==> src/rtl/lsu_pkg.sv <==
// Shared types and constants for the load/store memory controller.
//   size_e  : request size encoding (3 is illegal and has no enumerator)
//   state_e : controller FSM states
//   req_t   : request fields held from accept until the response
//   req_err : accept-time legality check
package lsu_pkg;

  typedef enum logic [1:0] {
    SZ_BYTE = 2'd0,
    SZ_HALF = 2'd1,
    SZ_WORD = 2'd2
  } size_e;

  typedef enum logic [2:0] {
    IDLE,
    RD,
    RWAIT,
    WR,
    RESP
  } state_e;

  localparam logic [31:0] ADDR_LIMIT_DEF = 32'h0001_0000;

  typedef struct packed {
    logic        write;
    logic [1:0]  size;
    logic        sgn;
    logic [1:0]  ofs;
    logic [15:0] wdata;  // sub-word stores only ever need the low half
  } req_t;

  function automatic logic req_err(input logic [1:0]  size,
                                   input logic [31:0] addr,
                                   input logic [31:0] limit);
    return (size == 2'd3) ||
           (size == SZ_HALF && addr[0]) ||
           (size == SZ_WORD && addr[1:0] != 2'b00) ||
           (addr >= limit);
  endfunction

endpackage

==> src/rtl/lsu_lane.sv <==
// Combinational lane steering for sub-word accesses (little-endian lanes).
//   word_i  : word read from memory
//   data_i  : right-aligned store data (byte uses [7:0], half uses [15:0])
//   ofs_i   : byte offset addr[1:0]
//   size_i  : access size
//   sgn_i   : sign-extend loads
//   load_o  : extracted and extended load value
//   merge_o : word_i with the target lane replaced by data_i
module lsu_lane
  import lsu_pkg::*;
(
  input  logic [31:0] word_i,
  input  logic [15:0] data_i,
  input  logic [1:0]  ofs_i,
  input  logic [1:0]  size_i,
  input  logic        sgn_i,
  output logic [31:0] load_o,
  output logic [31:0] merge_o
);

  logic [7:0]  byte_w;
  logic [15:0] half_w;

  always_comb begin
    byte_w  = word_i[8*ofs_i +: 8];
    half_w  = ofs_i[1] ? word_i[31:16] : word_i[15:0];
    load_o  = word_i;
    merge_o = word_i;
    case (size_i)
      SZ_BYTE: begin
        load_o                = {{24{sgn_i & byte_w[7]}}, byte_w};
        merge_o[8*ofs_i +: 8] = data_i[7:0];
      end
      SZ_HALF: begin
        load_o = {{16{sgn_i & half_w[15]}}, half_w};
        if (ofs_i[1]) merge_o[31:16] = data_i;
        else          merge_o[15:0]  = data_i;
      end
      default: ;
    endcase
  end

endmodule

==> src/rtl/lsu_mem_ctrl.sv <==
// Load/store initiator for a word-wide synchronous memory with a one-cycle
// registered read. One request at a time; sub-word stores are done as
// read-modify-write. Illegal requests answer with resp_err and never strobe.
//   clk, rst_n          : clock, async active-low reset
//   req_*               : request handshake and fields (sampled on accept)
//   resp_valid/err/rdata: one-cycle response
//   mem_*               : memory interface
module lsu_mem_ctrl
  import lsu_pkg::*;
#(
  parameter logic [31:0] ADDR_LIMIT = ADDR_LIMIT_DEF
) (
  input  logic        clk,
  input  logic        rst_n,
  input  logic        req_valid,
  output logic        req_ready,
  input  logic        req_write,
  input  logic [1:0]  req_size,
  input  logic        req_signed,
  input  logic [31:0] req_addr,
  input  logic [31:0] req_wdata,
  output logic        resp_valid,
  output logic        resp_err,
  output logic [31:0] resp_rdata,
  output logic [31:0] mem_address,
  output logic [31:0] mem_writeData,
  output logic        mem_memRead,
  output logic        mem_memWrite,
  input  logic [31:0] mem_readdata
);

  state_e      state_q, state_d;
  req_t        req_q, req_d;
  logic [31:0] addr_q, addr_d;
  logic [31:0] wdata_q, wdata_d;
  logic [31:0] rdata_q, rdata_d;
  logic        err_q, err_d;
  logic [31:0] load_w, merge_w;

  lsu_lane u_lane (
    .word_i  (mem_readdata),
    .data_i  (req_q.wdata),
    .ofs_i   (req_q.ofs),
    .size_i  (req_q.size),
    .sgn_i   (req_q.sgn),
    .load_o  (load_w),
    .merge_o (merge_w)
  );

  always_comb begin
    state_d = state_q;
    req_d   = req_q;
    addr_d  = addr_q;
    wdata_d = wdata_q;
    rdata_d = rdata_q;
    err_d   = err_q;
    case (state_q)
      IDLE: if (req_valid) begin
        req_d   = '{write: req_write, size: req_size, sgn: req_signed,
                    ofs: req_addr[1:0], wdata: req_wdata[15:0]};
        addr_d  = {req_addr[31:2], 2'b00};
        wdata_d = req_wdata;
        rdata_d = '0;
        err_d   = req_err(req_size, req_addr, ADDR_LIMIT);
        if (err_d)                              state_d = RESP;
        else if (req_write && req_size == SZ_WORD) state_d = WR;
        else                                    state_d = RD;
      end
      RD:    state_d = RWAIT;
      // Read data is on mem_readdata now: either merge it for the write-back
      // or extract the load lane.
      RWAIT: begin
        if (req_q.write) begin
          wdata_d = merge_w;
          state_d = WR;
        end else begin
          rdata_d = load_w;
          state_d = RESP;
        end
      end
      WR:    state_d = RESP;
      RESP: begin
        rdata_d = '0;
        err_d   = 1'b0;
        state_d = IDLE;
      end
      default: state_d = IDLE;
    endcase
  end

  always_ff @(posedge clk or negedge rst_n) begin
    if (!rst_n) begin
      state_q <= IDLE;
      req_q   <= '0;
      addr_q  <= '0;
      wdata_q <= '0;
      rdata_q <= '0;
      err_q   <= 1'b0;
    end else begin
      state_q <= state_d;
      req_q   <= req_d;
      addr_q  <= addr_d;
      wdata_q <= wdata_d;
      rdata_q <= rdata_d;
      err_q   <= err_d;
    end
  end

  assign req_ready     = (state_q == IDLE);
  assign resp_valid    = (state_q == RESP);
  assign resp_err      = err_q;
  assign resp_rdata    = rdata_q;
  assign mem_address   = addr_q;
  assign mem_writeData = wdata_q;
  assign mem_memRead   = (state_q == RD);
  assign mem_memWrite  = (state_q == WR);

endmodule

==> config.mk <==
export PLATFORM = sky130hd
export DESIGN_NAME = lsu_mem_ctrl
export DESIGN_NICKNAME = d
export VERILOG_FILES = /design/src/rtl/lsu_pkg.sv /design/src/rtl/lsu_lane.sv /design/src/rtl/lsu_mem_ctrl.sv
export SDC_FILE = /design/constraint.sdc
export NUM_CORES = 1
export LEC_CHECK = 0
export ABC_AREA = 0
export BUFFER_PORTS_ARGS = -buffer_cell sky130_fd_sc_hd__buf_2
export CELL_PAD_IN_SITES_DETAIL_PLACEMENT = 1
export CELL_PAD_IN_SITES_GLOBAL_PLACEMENT = 2
export CORE_AREA = 3 3 149 151
export DETAILED_ROUTE_END_ITERATION = 8
export DIE_AREA = 0 0 152 154
export GPL_TIMING_DRIVEN = 1
export PLACE_DENSITY_LB_ADDON = 0.1
export SETUP_SLACK_MARGIN = 0.02
export SLEW_MARGIN = 40
export SYNTH_ARGS = -nofsm -noshare
export SYNTH_HDL_FRONTEND = slang
export SYNTH_SLANG_ARGS = --single-unit
==> constraint.sdc <==
create_clock -name clk -period 3.15 [get_ports clk]
set_clock_uncertainty 0.1 [all_clocks]
set_input_delay 0.4725 -clock clk [delete_from_list [all_inputs] [get_ports clk]]
set_output_delay 0.4725 -clock clk [all_outputs]
set_load 0.01 [all_outputs]
---- Yosys cells after proc, flatten, opt, wreduce, memory -nomap -nowiden ----
Cells that the tools add are included.
operators by class
  add/sub/neg operators ................... 1
  order comparisons ....................... 1
  eq/ne operators ......................... 11
  shift operators ......................... 3
  multiplexer cells ....................... 19
  bitwise logic cells ..................... 2
  reductions and logical operators ........ 16
operators with widths
  operator                 number
  $pmux 32 s2              3
  $mux 32                  4
  $pmux 32 s3              1
  $mux 16                  3
  $neg 5->34               1
  $shift 8x34->32 const A  1
  $shiftx 8x34->32         1
  $bwmux 32                1
  $ge 32x17->1 const B     1
  $shiftx 32x6->8          1
  $pmux 3 s4               1
  $mux 3                   3
  $eq 3x2->1 const B       2
  $ne 2x2->1 const B       3
  $reduce_and 3->1         2
  $reduce_bool 2->1        3
  $eq 2x1->1 const B       2
  $eq 2x2->1 const B       2
  $reduce_and 2->1         2
  $eq 3x1->1 const B       1
  $eq 3x3->1 const B       1
  $logic_and 1x1->1        3
  $logic_not 3->1          1
  $logic_or 1x1->1         3
  other kinds (6)          7
word-level totals
  flip-flop bits (word level) ............. 120
  input bits .............................. 103
  output and inout bits ................... 101
  logic and storage cells ................. 63

---- Logic depth before layout (Yosys ltp) ----
  depth after elaboration ................. 8
  gate-level depth with buffers ........... 9
  gate-level depth less buffers ........... 6

---- Cells and area by module ----
A second synthesis with hierarchy kept.
second synthesis, totals
  cells, all modules ...................... 676
  area, all modules ....................... 6850.3 um^2
modules (own cells, without submodules)
  module        times used  cells each  area an instance (um^2)  sequential area each (um^2)
  lsu_mem_ctrl  1           359         4924.7                   3002.9
  lsu_lane      1           317         1925.6                   0.0

---- Least setup slack after synthesis ----
OpenSTA, ideal clock, no wires.
  path kind ............................... reg2reg
  start ................................... register req_q[17] (netlist bit)
  end ..................................... register wdata_q[0], in the netlist mem_writeData[0]
  data arrival time ....................... 2.244 ns
  path slack .............................. 0.707 ns
  cell stages (with the launch flop) ...... 10
  path buffers ............................ 3
  period minus slack after synthesis ...... 2.443 ns
  path through ............................ dfrtp_1 buf_2 buf_1 inv_1 ha_1 and3b_1 clkbuf_1 a21o_1 nand2_1 a311oi_1
on the way
  word-level cells in the longest chain between the ends .. 6
  elaborated cells between the ends (all ways) .. 8
  classes of those cells .................. add/sub (1); shift (2); mux (5)
ends and longest elaborated chain
  what                                                        line                 source
  from (decl)                                                 lsu_mem_ctrl.sv:33   req_t req_q, req_d;
  from (signal assigned)                                      lsu_mem_ctrl.sv:101  req_q <= req_d;
  $neg 5->34                                                  lsu_lane.sv:32       merge_o[8*ofs_i +: 8] = data_i[7:0];
  $shiftx 8x34->32 / $shift 8x34->32 (equally long branches)  lsu_lane.sv:32
  $bwmux 32                                                   lsu_lane.sv:32
  $pmux 32 s2 (*)                                             lsu_lane.sv:29       case (size_i)
  $mux 32 (*)                                                 lsu_mem_ctrl.sv:73   if (req_q.write) begin
  $pmux 32 s2 (*)                                             lsu_mem_ctrl.sv:57   case (state_q)
  to (signal assigned)                                        lsu_mem_ctrl.sv:103  wdata_q <= wdata_d;
  to (decl)                                                   lsu_mem_ctrl.sv:35   logic [31:0] wdata_q, wdata_d;
Every way passes the cells marked *; elsewhere a longest branch is shown, timed or not. The select of a mux whose other input is x is not followed.
A chain may end at the register's enable or synchronous reset.

---- Worst setup path after layout ----
  start ................................... register state_q[2]
  end ..................................... output req_ready
on the way
  word-level cells in the longest chain between the ends .. 1
ends and longest elaborated chain
  what                    line                 source
  from (decl)             lsu_mem_ctrl.sv:32   state_e state_q, state_d;
  from (signal assigned)  lsu_mem_ctrl.sv:100  state_q <= state_d;
  $logic_not 3->1         lsu_mem_ctrl.sv:109  assign req_ready = (state_q == IDLE);
  to (decl)               lsu_mem_ctrl.sv:16   output logic req_ready,
Every way passes these cells.

==> summary.txt <==
Job
  – Max cap viols: 0

Global route
  – Largest net degree at the start of global routing: 45
  – Vias in the first global route: roughly 6600
  – Met2 usage: 36.5%
  – GRT Util Overall: 22.3%
  – Initial antenna violation count: 2
  – Met3 GRT Util: between 6 and 7%
  – Remaining Overflow, GRT: 0
  – Met1 GRT Util: 29.3%
  – First-pass GRT wire length: 40600 um
  – Top Usage Layer GRT: met2

Placed design
  – Number of port buffers: roughly 200
  – Dpl cell area: 7800 um^2
  – Gpl congestion: 0.910
  – DP Wirelength: about 20000 um

STA
  – Period Utilization, post-route: 74.8%
  – Fmax: 0.424 GHz
  – # setup viols final: 0
  – Setup TNS: 0 ns
  – RSZ-0062 raised after global routing: no
  – Rel. slew slack: between 40% and 50%
  – Final max-slew violation count: 0
  – Final Hold Viols: 0
  – Worst Tran Pin Value: 0.775 ns
  – Period minus WS final: 2.36 ns

Logic synthesis
  – Synthesized area: 6510 um^2
  – Synth top area share: 46.1%
  – Post-synth ARST share: 100%
  – Synth Flop Type: dfrtp_1
  – Largest area contributor in the netlist: dfrtp_1
  – Register area share after synthesis: 46.1%
  – Post-synthesis cell type count: 65
  – Post-Syn Area per Cell: 9.51 um^2
  – Syn Inst Count: 685
  – Synth Register Bits: 120
  – Yosys Warn Count: 0
  – EDFF count, synth: 0
  – Top post-synthesis cells by area: dfrtp_1 46%, nand2_1 9.5%, o21ai_0 4.8%

Worst setup path
  – CP Cell Sequence: nor3_1 > buf_2
  – Flop2flop setup slack: 0.83 ns
  – CP Class: flop to primary output
  – CP arrival: 1.78 ns
  – Worst setup SP type: flop
  – R2R cell count: 5
  – R2R Path End: req_q[20]$_DFFE_PN0P_
  – CP Max Fanout: 11
  – Endpoint required time on the critical path: 2.58 ns
  – Critical Path End Type: primary output
  – RR Startpoint: state_q[2]$_DFFE_PN0P_
  – Critical-path top delay cell: nor3_1
  – CP peak stage delay: approximately 0.57 ns

Final layout
  – Most frequent cells in the layout: 200 x buf_2, 165 x nand2_1, 120 x dfrtp_1
  – Syn-to-layout area delta: 30.7%
  – Nets@finish: 987
  – Fraction of layout cells with a size suffix above 1: 32.0%
  – Ant. Diodes: 0
  – Post-route cell area: approximately 8500 um^2
  – Commonest non-fill, non-tap cell in the layout: buf_2

Floorplanning
  – Ports: 204
  – Rows: 53
  – Core region area: 21000 um^2
  – Die Footprint: 23400 um^2
  – Chip height: roughly 150 um
  – Initial Utilization: 31.1%
  – Chip width: 152 um

Min path
  – Path type of the worst min-delay path: primary input to flop
  – WHS Endpoint: mem_address[7]$_DFFE_PN0P_
  – Hold path depth: 3
  – Hold path startpoint: req_addr[7]

Pwr
  – Power Dens Cells: 610 nW/um^2
  – Leakage power: 4.12 nW
  – Peak supply drop: 0.421 mV

Clock tree
  – Clk buf depth: 2
  – H-tree Lvls: 4
  – Clk Latency, worst-skew pair: 0.42 ns
  – Clk slew on worst S/H paths: 0.06 ns
  – Clk sinks: 120
  – Post-CTS Resized: 0
  – Post-CTS setup buffers: 0
  – Root buf cell: clkbuf_16
  – CTS tree: done
  – CTS Buf Count: 17

Routing
  – Wire length per cell: 22.6 um
  – Drt pass-1 iters: 5
  – Vias per cell: 5.42
  – Post-route ant nets: 0
  – Via count: approximately 6300
  – DRC violations left: 0
  – DR iter-0 viols: 366
  – Total wire length: approximately 26000 um

Run status
  – Status: completed
-- stage by stage --
step           total power [mW]  utilization (%)  std cells  hold slack (ns)  setup slack (ns)
2_1_floorplan              2.37                -        686           0.0769             0.707
3_5_place_dp               2.84             37.2       1134            0.357             0.854
3_3_place_gp               2.82             37.2       1133            0.354             0.933
4_1_cts                    5.25             40.6       1167            0.121             0.814
6_report                   5.20             40.6       1167            0.135             0.794
5_1_grt                    5.43             40.6       1167            0.132             0.685
-- synth_stat cells (9+ instances only) --
cell        n
a21o_1     17
a21oi_1    11
a221o_1    16
a221oi_1   11
a22o_1     13
buf_2      22
clkbuf_1   17
dfrtp_1   120
inv_1      14
mux2i_1     9
nand2_1   165
nand2b_1   14
nor2_1     28
o21ai_0    62
o21ai_1    13
-- cells by family (layout without fill, tap and decap cells) --
logic type	count (synthesis)	after routing	synth area share [%]
flops	120	120	46.1
fa+ha+maj	5	5	0.960
simple gates	256	256	18.3
compound gates	216	216	24.4
other cells	1	2	0.0576
buf+inv	68	274	5.51
mux	19	19	4.59
-- worst max-delay path by stage --
| stage | endpoint | slack [ns] | cells after the start | from |
|---|---|---|---|---|
| after floorplan | mem_writeData[0]$_DFFE_PN0P_ | 0.71 | 9 | req_q[17]$_DFFE_PN0P_ |
| after global placement | resp_rdata[29]$_DFFE_PN0P_ | 0.93 | 4 | req_q[19]$_DFFE_PN0P_ |
| after detailed placement | req_q[2]$_DFFE_PN0P_ | 0.85 | 5 | state_q[2]$_DFFE_PN0P_ |
| after CTS | req_ready | 0.81 | 2 | state_q[2]$_DFFE_PN0P_ |
| after global routing | mem_address[24]$_DFFE_PN0P_ | 0.69 | 5 | state_q[2]$_DFFE_PN0P_ |
| final | req_ready | 0.79 | 2 | state_q[2]$_DFFE_PN0P_ |
-- layout make-up --
type	count	area [um^2]
Clock inverter	14	270
Inverter	14	52.6
Fill cell	2501	12400
Multi-Input combinational cell	498	3170
Tap cell	275	344
Clock buffer	18	439
Sequential cell	120	3000
Timing Repair Buffer	228	1240
-- state kept, by name, summed over array words and instances (netlist names) --
name	cells
mem_writeData	32
resp_err	1
resp_rdata	32
req_q	22
state_q	3
mem_address	30
-- per-layer routing --
layer	routed length (um)	vias to the layer above
li1	-	2888
met4	441	4
met3	1740	29
met2	12500	219
met1	11700	3184
met5	14	-
-- power breakdown --
| group | internal [mW] | total (mW) | switching, mW |
|---|---|---|---|
| Clock | 1.59 | 2.38 | 0.789 |
| Sequential | 1.68 | 1.83 | 0.150 |
| Combinational | 0.378 | 0.978 | 0.601 |
| Total | 3.66 | 5.20 | 1.54 |
-- what timing repair did --
action	in CTS	in global routing
endpoints found under the setup margin	0	0
endpoints found under the hold margin	41	0
hold buffers	1	0
-- critical path, delay by kind of cell, from the launching register on --
family	cells	cell delay (ns)
and+or+nand+nor	1	0.57
buffers and inverters	1	0.26
DFF	1	0.53
Power figures use the tool's default switching activity.
